`src/rtl/tinyspu_pkg.sv`:
```
// Shared SPU definitions: controller state encoding and default datapath widths.
package tinyspu_pkg;

    localparam logic [1:0] ST_IDLE = 2'd0;
    localparam logic [1:0] ST_RUN  = 2'd1;
    localparam logic [1:0] ST_DONE = 2'd2;

    localparam int DEF_DATA_W = 4;
    localparam int DEF_ACC_W  = 11;

    typedef enum logic [1:0] {
        S_IDLE = ST_IDLE,
        S_RUN  = ST_RUN,
        S_DONE = ST_DONE
    } mac_state_t;

endpackage

```
`src/rtl/mac_sat.sv`:
```
// One multiply-accumulate step with wrap or saturate on out-of-range sums.
module mac_sat #(
    parameter int DATA_W = 4,
    parameter int ACC_W  = 11,
    parameter int SIGNED = 0
) (
    input  logic [ACC_W-1:0]  acc,
    input  logic [DATA_W-1:0] a,
    input  logic [DATA_W-1:0] b,
    input  logic              sat_en,
    output logic [ACC_W-1:0]  next_acc,
    output logic              ovf
);

    logic [2*DATA_W-1:0] w_prod;
    logic [ACC_W:0]      w_prod_x;
    logic [ACC_W:0]      w_acc_x;
    logic [ACC_W:0]      w_sum;
    logic [ACC_W-1:0]    w_clamp;

    generate
        if (SIGNED != 0) begin : g_signed
            logic signed [2*DATA_W-1:0] w_prod_s;
            assign w_prod_s = $signed(a) * $signed(b);
            assign w_prod   = w_prod_s;
            assign w_prod_x = {{(ACC_W+1-2*DATA_W){w_prod[2*DATA_W-1]}}, w_prod};
            assign w_acc_x  = {acc[ACC_W-1], acc};
            // Top two bits disagree when the true sum left the ACC_W range; bit ACC_W is the true sign.
            assign ovf      = w_sum[ACC_W] ^ w_sum[ACC_W-1];
            assign w_clamp  = w_sum[ACC_W] ? {1'b1, {(ACC_W-1){1'b0}}}
                                           : {1'b0, {(ACC_W-1){1'b1}}};
        end else begin : g_unsigned
            assign w_prod   = a * b;
            assign w_prod_x = {{(ACC_W+1-2*DATA_W){1'b0}}, w_prod};
            assign w_acc_x  = {1'b0, acc};
            // Only non-negative products are added, so the sole escape is past the top.
            assign ovf      = w_sum[ACC_W];
            assign w_clamp  = {ACC_W{1'b1}};
        end
    endgenerate

    assign w_sum    = w_acc_x + w_prod_x;
    assign next_acc = (ovf && sat_en) ? w_clamp : w_sum[ACC_W-1:0];

endmodule

```
`src/rtl/dot_product_mac.sv`:
```
// Streaming dot-product engine: preload, accumulate len operand pairs, hand off result.
module dot_product_mac
    import tinyspu_pkg::*;
#(
    parameter int DATA_W  = DEF_DATA_W,
    parameter int MAX_LEN = 8,
    parameter int ACC_W   = DEF_ACC_W,
    parameter int SIGNED  = 0,
    parameter int LEN_W   = $clog2(MAX_LEN+1)
) (
    input  logic              clk,
    input  logic              rst_n,
    input  logic              start,
    input  logic [LEN_W-1:0]  len,
    input  logic [ACC_W-1:0]  acc_init,
    input  logic              sat_en,
    input  logic              in_valid,
    output logic              in_ready,
    input  logic [DATA_W-1:0] a,
    input  logic [DATA_W-1:0] b,
    output logic              out_valid,
    input  logic              out_ready,
    output logic [ACC_W-1:0]  result,
    output logic              overflow,
    output logic              busy
);

    mac_state_t       r_state;
    mac_state_t       w_state_nxt;
    logic [ACC_W-1:0] r_acc;
    logic [LEN_W-1:0] r_cnt;
    logic             r_mode;
    logic             r_ovf;

    logic [LEN_W-1:0] w_len_clamp;
    logic [ACC_W-1:0] w_next_acc;
    logic             w_step_ovf;
    logic             w_accept;
    logic             w_start_acc;

    assign w_len_clamp = (len > LEN_W'(MAX_LEN)) ? LEN_W'(MAX_LEN) : len;
    assign w_accept    = in_valid && (r_state == S_RUN);
    assign w_start_acc = start && (r_state == S_IDLE);

    mac_sat #(
        .DATA_W (DATA_W),
        .ACC_W  (ACC_W),
        .SIGNED (SIGNED)
    ) u_mac_sat (
        .acc      (r_acc),
        .a        (a),
        .b        (b),
        .sat_en   (r_mode),
        .next_acc (w_next_acc),
        .ovf      (w_step_ovf)
    );

    always_comb begin
        w_state_nxt = r_state;
        case (r_state)
            S_IDLE:  if (start) w_state_nxt = (len == '0) ? S_DONE : S_RUN;
            S_RUN:   if (w_accept && r_cnt == LEN_W'(1)) w_state_nxt = S_DONE;
            S_DONE:  if (out_ready) w_state_nxt = S_IDLE;
            default: w_state_nxt = S_IDLE;
        endcase
    end

    always_ff @(posedge clk or negedge rst_n) begin
        if (!rst_n) begin
            r_state <= S_IDLE;
            r_acc   <= '0;
            r_cnt   <= '0;
            r_mode  <= 1'b0;
            r_ovf   <= 1'b0;
        end else begin
            r_state <= w_state_nxt;
            if (w_start_acc) begin
                r_acc  <= acc_init;
                r_cnt  <= w_len_clamp;
                r_mode <= sat_en;
                r_ovf  <= 1'b0;
            end else if (w_accept) begin
                r_acc <= w_next_acc;
                r_cnt <= r_cnt - LEN_W'(1);
                if (w_step_ovf) r_ovf <= 1'b1;
            end
        end
    end

    assign in_ready  = (r_state == S_RUN);
    assign out_valid = (r_state == S_DONE);
    assign busy      = (r_state != S_IDLE);
    assign result    = r_acc;
    assign overflow  = r_ovf;

endmodule
```
`config.mk`:
```
export PLATFORM = sky130hd
export DESIGN_NAME = dot_product_mac
export DESIGN_NICKNAME = d
export VERILOG_FILES = /design/src/rtl/tinyspu_pkg.sv /design/src/rtl/mac_sat.sv /design/src/rtl/dot_product_mac.sv
export SDC_FILE = /design/constraint.sdc
export NUM_CORES = 1
export LEC_CHECK = 0
export BUFFER_PORTS_ARGS = -buffer_cell sky130_fd_sc_hd__buf_2
export CAP_MARGIN = 20
export CORE_MARGIN = 4
export CORE_UTILIZATION = 47
export DETAILED_ROUTE_END_ITERATION = 12
export PLACE_DENSITY = 0.72
export SLEW_MARGIN = 20
export SYNTH_ARGS = -nofsm -noshare
export SYNTH_HDL_FRONTEND = slang
export SYNTH_SLANG_ARGS = --single-unit
```
`constraint.sdc`:
```
create_clock -name clk -period 2.6 [get_ports clk]
set_input_delay 0.13 -clock clk [delete_from_list [all_inputs] [get_ports clk]]
set_output_delay 0.13 -clock clk [all_outputs]
set_load 0.005 [all_outputs]
```
==> impl_metrics.env <==
export IMPL_status="finished, violations left"
export IMPL_post_route_min_period_ns=2.754
export IMPL_post_cts_setup_buffers=0
export IMPL_drc=0
export IMPL_synth_fa_ha_area_frac=0.2369
export IMPL_rows=22
export IMPL_ant_nets=0
export IMPL_setup_slack_ns=-0.1545
export IMPL_antenna_cells=0
export IMPL_cts_clk_slew_worst_paths_ns=0.07
export IMPL_hold_viol_final=0
export IMPL_report_power_total_w=0.002686
export IMPL_power_density_nw_per_um2=1101
export IMPL_worstSetupPathType="input port to flip-flop"
export IMPL_cts_max_level=1
export IMPL_routed_wl_um=4214
export IMPL_avgSynthCellArea_um2=8.777
export IMPL_clock_sinks=19
export IMPL_worstReg2RegStart="result[2]$_DFFE_PN0P_"
export IMPL_final_cell_area_um2=2439
export IMPL_clockPowerShare=0.076
export IMPL_dp_slack_ns=-0.6395
export IMPL_regToRegEndpoint="result[10]$_DFFE_PN0P_"
export IMPL_synth_seq_cells=19
export IMPL_fin_crit_sh=1.059
export IMPL_viasPerCell=5.271
export IMPL_path_max_fanout=4
export IMPL_clockBufferDepth=2
export IMPL_slew_violations=0
export IMPL_die_area_um2=4924
export IMPL_final_util=0.6611
export IMPL_internal_power_w=0.001480
export IMPL_synth_compound_area_frac=0.1722
export IMPL_crit_top_cell="fa_1"
export IMPL_synthMuxAreaShare=0.01102
export IMPL_drtIter0Drc=86
export IMPL_p_leak_nw=1.212
export IMPL_antenna_found_initial=0
export IMPL_final_cell_mix="37 x buf_2, 31 x nand2_1, 21 x inv_1, 19 x ha_1, 19 x dfrtp_1"
export IMPL_drive_gt1_frac=0.3647
export IMPL_grt_pass1_vias=1557
export IMPL_grt_overflow=0
export IMPL_syn_area_um2=1817
export IMPL_numCtsBuffers=3
export IMPL_num_vias=1655
export IMPL_dp_hpwl_um=3260
export IMPL_layout_nets=325
export IMPL_async_flop_share=1.000
export IMPL_syn_inst=207
export IMPL_yosysSeqAreaShare=0.2617
export IMPL_start_util=0.4925
export IMPL_clk_latency_ns=0.25
export IMPL_critPathCapture="result[10]$_DFFE_PN0P_"
export IMPL_min_path_type="input port to flip-flop"
export IMPL_grt_pass1_wl_um=6948
export IMPL_setup_viol=12
export IMPL_synth_edf_count=0
export IMPL_placed_cell_area_um2=2205
export IMPL_synth_top_family_by_area="adder cells"
export IMPL_synth_cell_type_count=41
export IMPL_cts_tree="yes"
export IMPL_drv_cap=0
export IMPL_max_freq_ghz=0.3630
export IMPL_crit_buf_inv=3
export IMPL_whs_ns=0.06357
export IMPL_io_buffers=43
export IMPL_dr_pass1_iters=4
export IMPL_slowest_delay_ns=0.51
export IMPL_grtUsageTotal=0.1696
export IMPL_slew_headroom=0.5873
export IMPL_layout_commonest_cell="buf_2"
export IMPL_violations="negative setup slack"
export IMPL_synth_xor_area_frac=0.03375
export IMPL_seq_power_share=0.220
export IMPL_grt_max_degree=20
export IMPL_die_h_um=70.17
export IMPL_synth_net_count=265
export IMPL_crit_arrival_ns=2.89
export IMPL_crit_cells=13
export IMPL_crit_slowest_cell="fa_1"
export IMPL_io_pins=44
export IMPL_timing_critical_path_from="b[2]"
export IMPL_cp_start_kind="input port"
export IMPL_rsz0062_at_grt="yes"
export IMPL_die_x_um=70.17
export IMPL_comb_power_share=0.703
export IMPL_path_cells="buf_8, nand2_4, fa_1, fa_1, inv_1, fa_1, ha_4, buf_6, o21ai_4, o21bai_4, o211ai_4, and4_4, nor3_2"
export IMPL_swShare=0.4490
export IMPL_power_switching_w=0.001206
export IMPL_fin_skew_ns=0.002944
export IMPL_ir_worst_vdd_v=0.0005255
export IMPL_syn2layout_area_growth_pct=34.23
export IMPL_tightest_slew_ns=0.6176
export IMPL_ff2ff_path_depth=7
export IMPL_dominantRegCellSynth="dfrtp_1"
export IMPL_cts_root_buffer="clkbuf_8"
export IMPL_reg2reg_slack_ns=0.21
export IMPL_synth_simple_gate_area_share=0.2176
export IMPL_required_ns=2.74
export IMPL_critPathTopFamily="adder cells"
export IMPL_core_area_um2=3689
export IMPL_ys_warn_count=0
export IMPL_end_kind="flip-flop"
export IMPL_gp_congestion=0.7704
export IMPL_post_drt_wl_per_cell_um=13.42
## synthesized netlist by cell type (3+ instances only)
cell type,count,area [µm²]
nor3_2,4,40.04
o21ai_1,4,20.02
fa_1,9,180.2
ha_1,20,250.2
dfrtp_1,19,475.5
a31oi_1,3,18.77
xnor2_1,3,26.28
xor2_1,4,35.03
nor2_1,6,22.52
inv_1,22,82.58
nor3_1,4,20.02
and2_1,13,81.33
o22ai_1,3,18.77
nand3_1,4,20.02
o21ai_0,13,65.06
nand2_1,34,127.6
buf_2,3,15.01
a21oi_1,10,50.05
## state kept, by name (all words and copies together), names as in the netlist
signal,count
overflow,1
result,11
r_state,2
r_cnt,4
r_mode,1
## layer usage
metal | part of all wire | track usage | routed length [µm] | vias to the layer above
met5 | 0 | 0 | 0 | -
met4 | 0.0028 | 0.01702 | 12 | 0
met3 | 0.047 | 0.03741 | 196 | 2
met2 | 0.49 | 0.2812 | 2045 | 39
met1 | 0.46 | 0.2343 | 1958 | 788
li1 | - | - | - | 826
## timing repair
action,4_1_cts,5_1_grt
setup endpoints to repair,12,12
hold buffers,1,0
cloned,1,0
resized for setup,29,14
pin swaps,18,14
endpoints found under the hold margin,19,0
## tightest hold or removal path: cells and delay by family
family / cells / cell delay [ns]
buf+inv: 1 / 0.07
simple gates: 2 / 0.09
## per-stage QoR
stage / setup TNS [ns] / instances
detailed placement: -6.511 / 308
global route: -2.330 / 314
floorplan: -2.499 / 207
CTS: -1.600 / 314
global placement: -6.039 / 308
finish: -1.316 / 314
## power by group through the flow
stage	logic, W	clock network [W]	registers [W]
finish	0.00189	0.000205	0.000591
global route	0.00210	0.000226	0.000615
CTS	0.00174	0.000210	0.000591
detailed placement	0.00159	0	0.000593
global placement	0.00157	0	0.000593
floorplan	0.00109	0	0.000567
## cells by family (layout without fill, tap and decap cells)
kind of cell    count (synthesis)  in the layout
compound gates                 47             47
simple gates                   75             76
flops                          19             19
fa+ha+maj                      29             29
xor+xnor                        7              7
mux                             2              2
buf+inv                        28             86
## final cells by class
cell class                 instances  area [µm²]
sequential                        19       475.5
clock buffer                       3       41.29
clock inverter                     1       5.005
fill                             315        1250
multi-input combinational        161        1373
timing repair buffer              60       401.6
tap                               48       60.06
inverter                          22       82.58
## worst min path at each step
stage,start,end,slack [ns],cells past startpoint
finish,sat_en,r_mode$_DFFE_PN0P_,0.06,3
global route,sat_en,r_mode$_DFFE_PN0P_,0.08,3
CTS,sat_en,r_mode$_DFFE_PN0P_,0.06,3
detailed placement,rst_n,r_cnt[1]$_DFFE_PN0P_,0.1,1
global placement,rst_n,r_mode$_DFFE_PN0P_,0.09,1
floorplan,rst_n,overflow$_DFFE_PN0P_,-0.17,0
No activity file was read; power rests on OpenSTA's default activity.
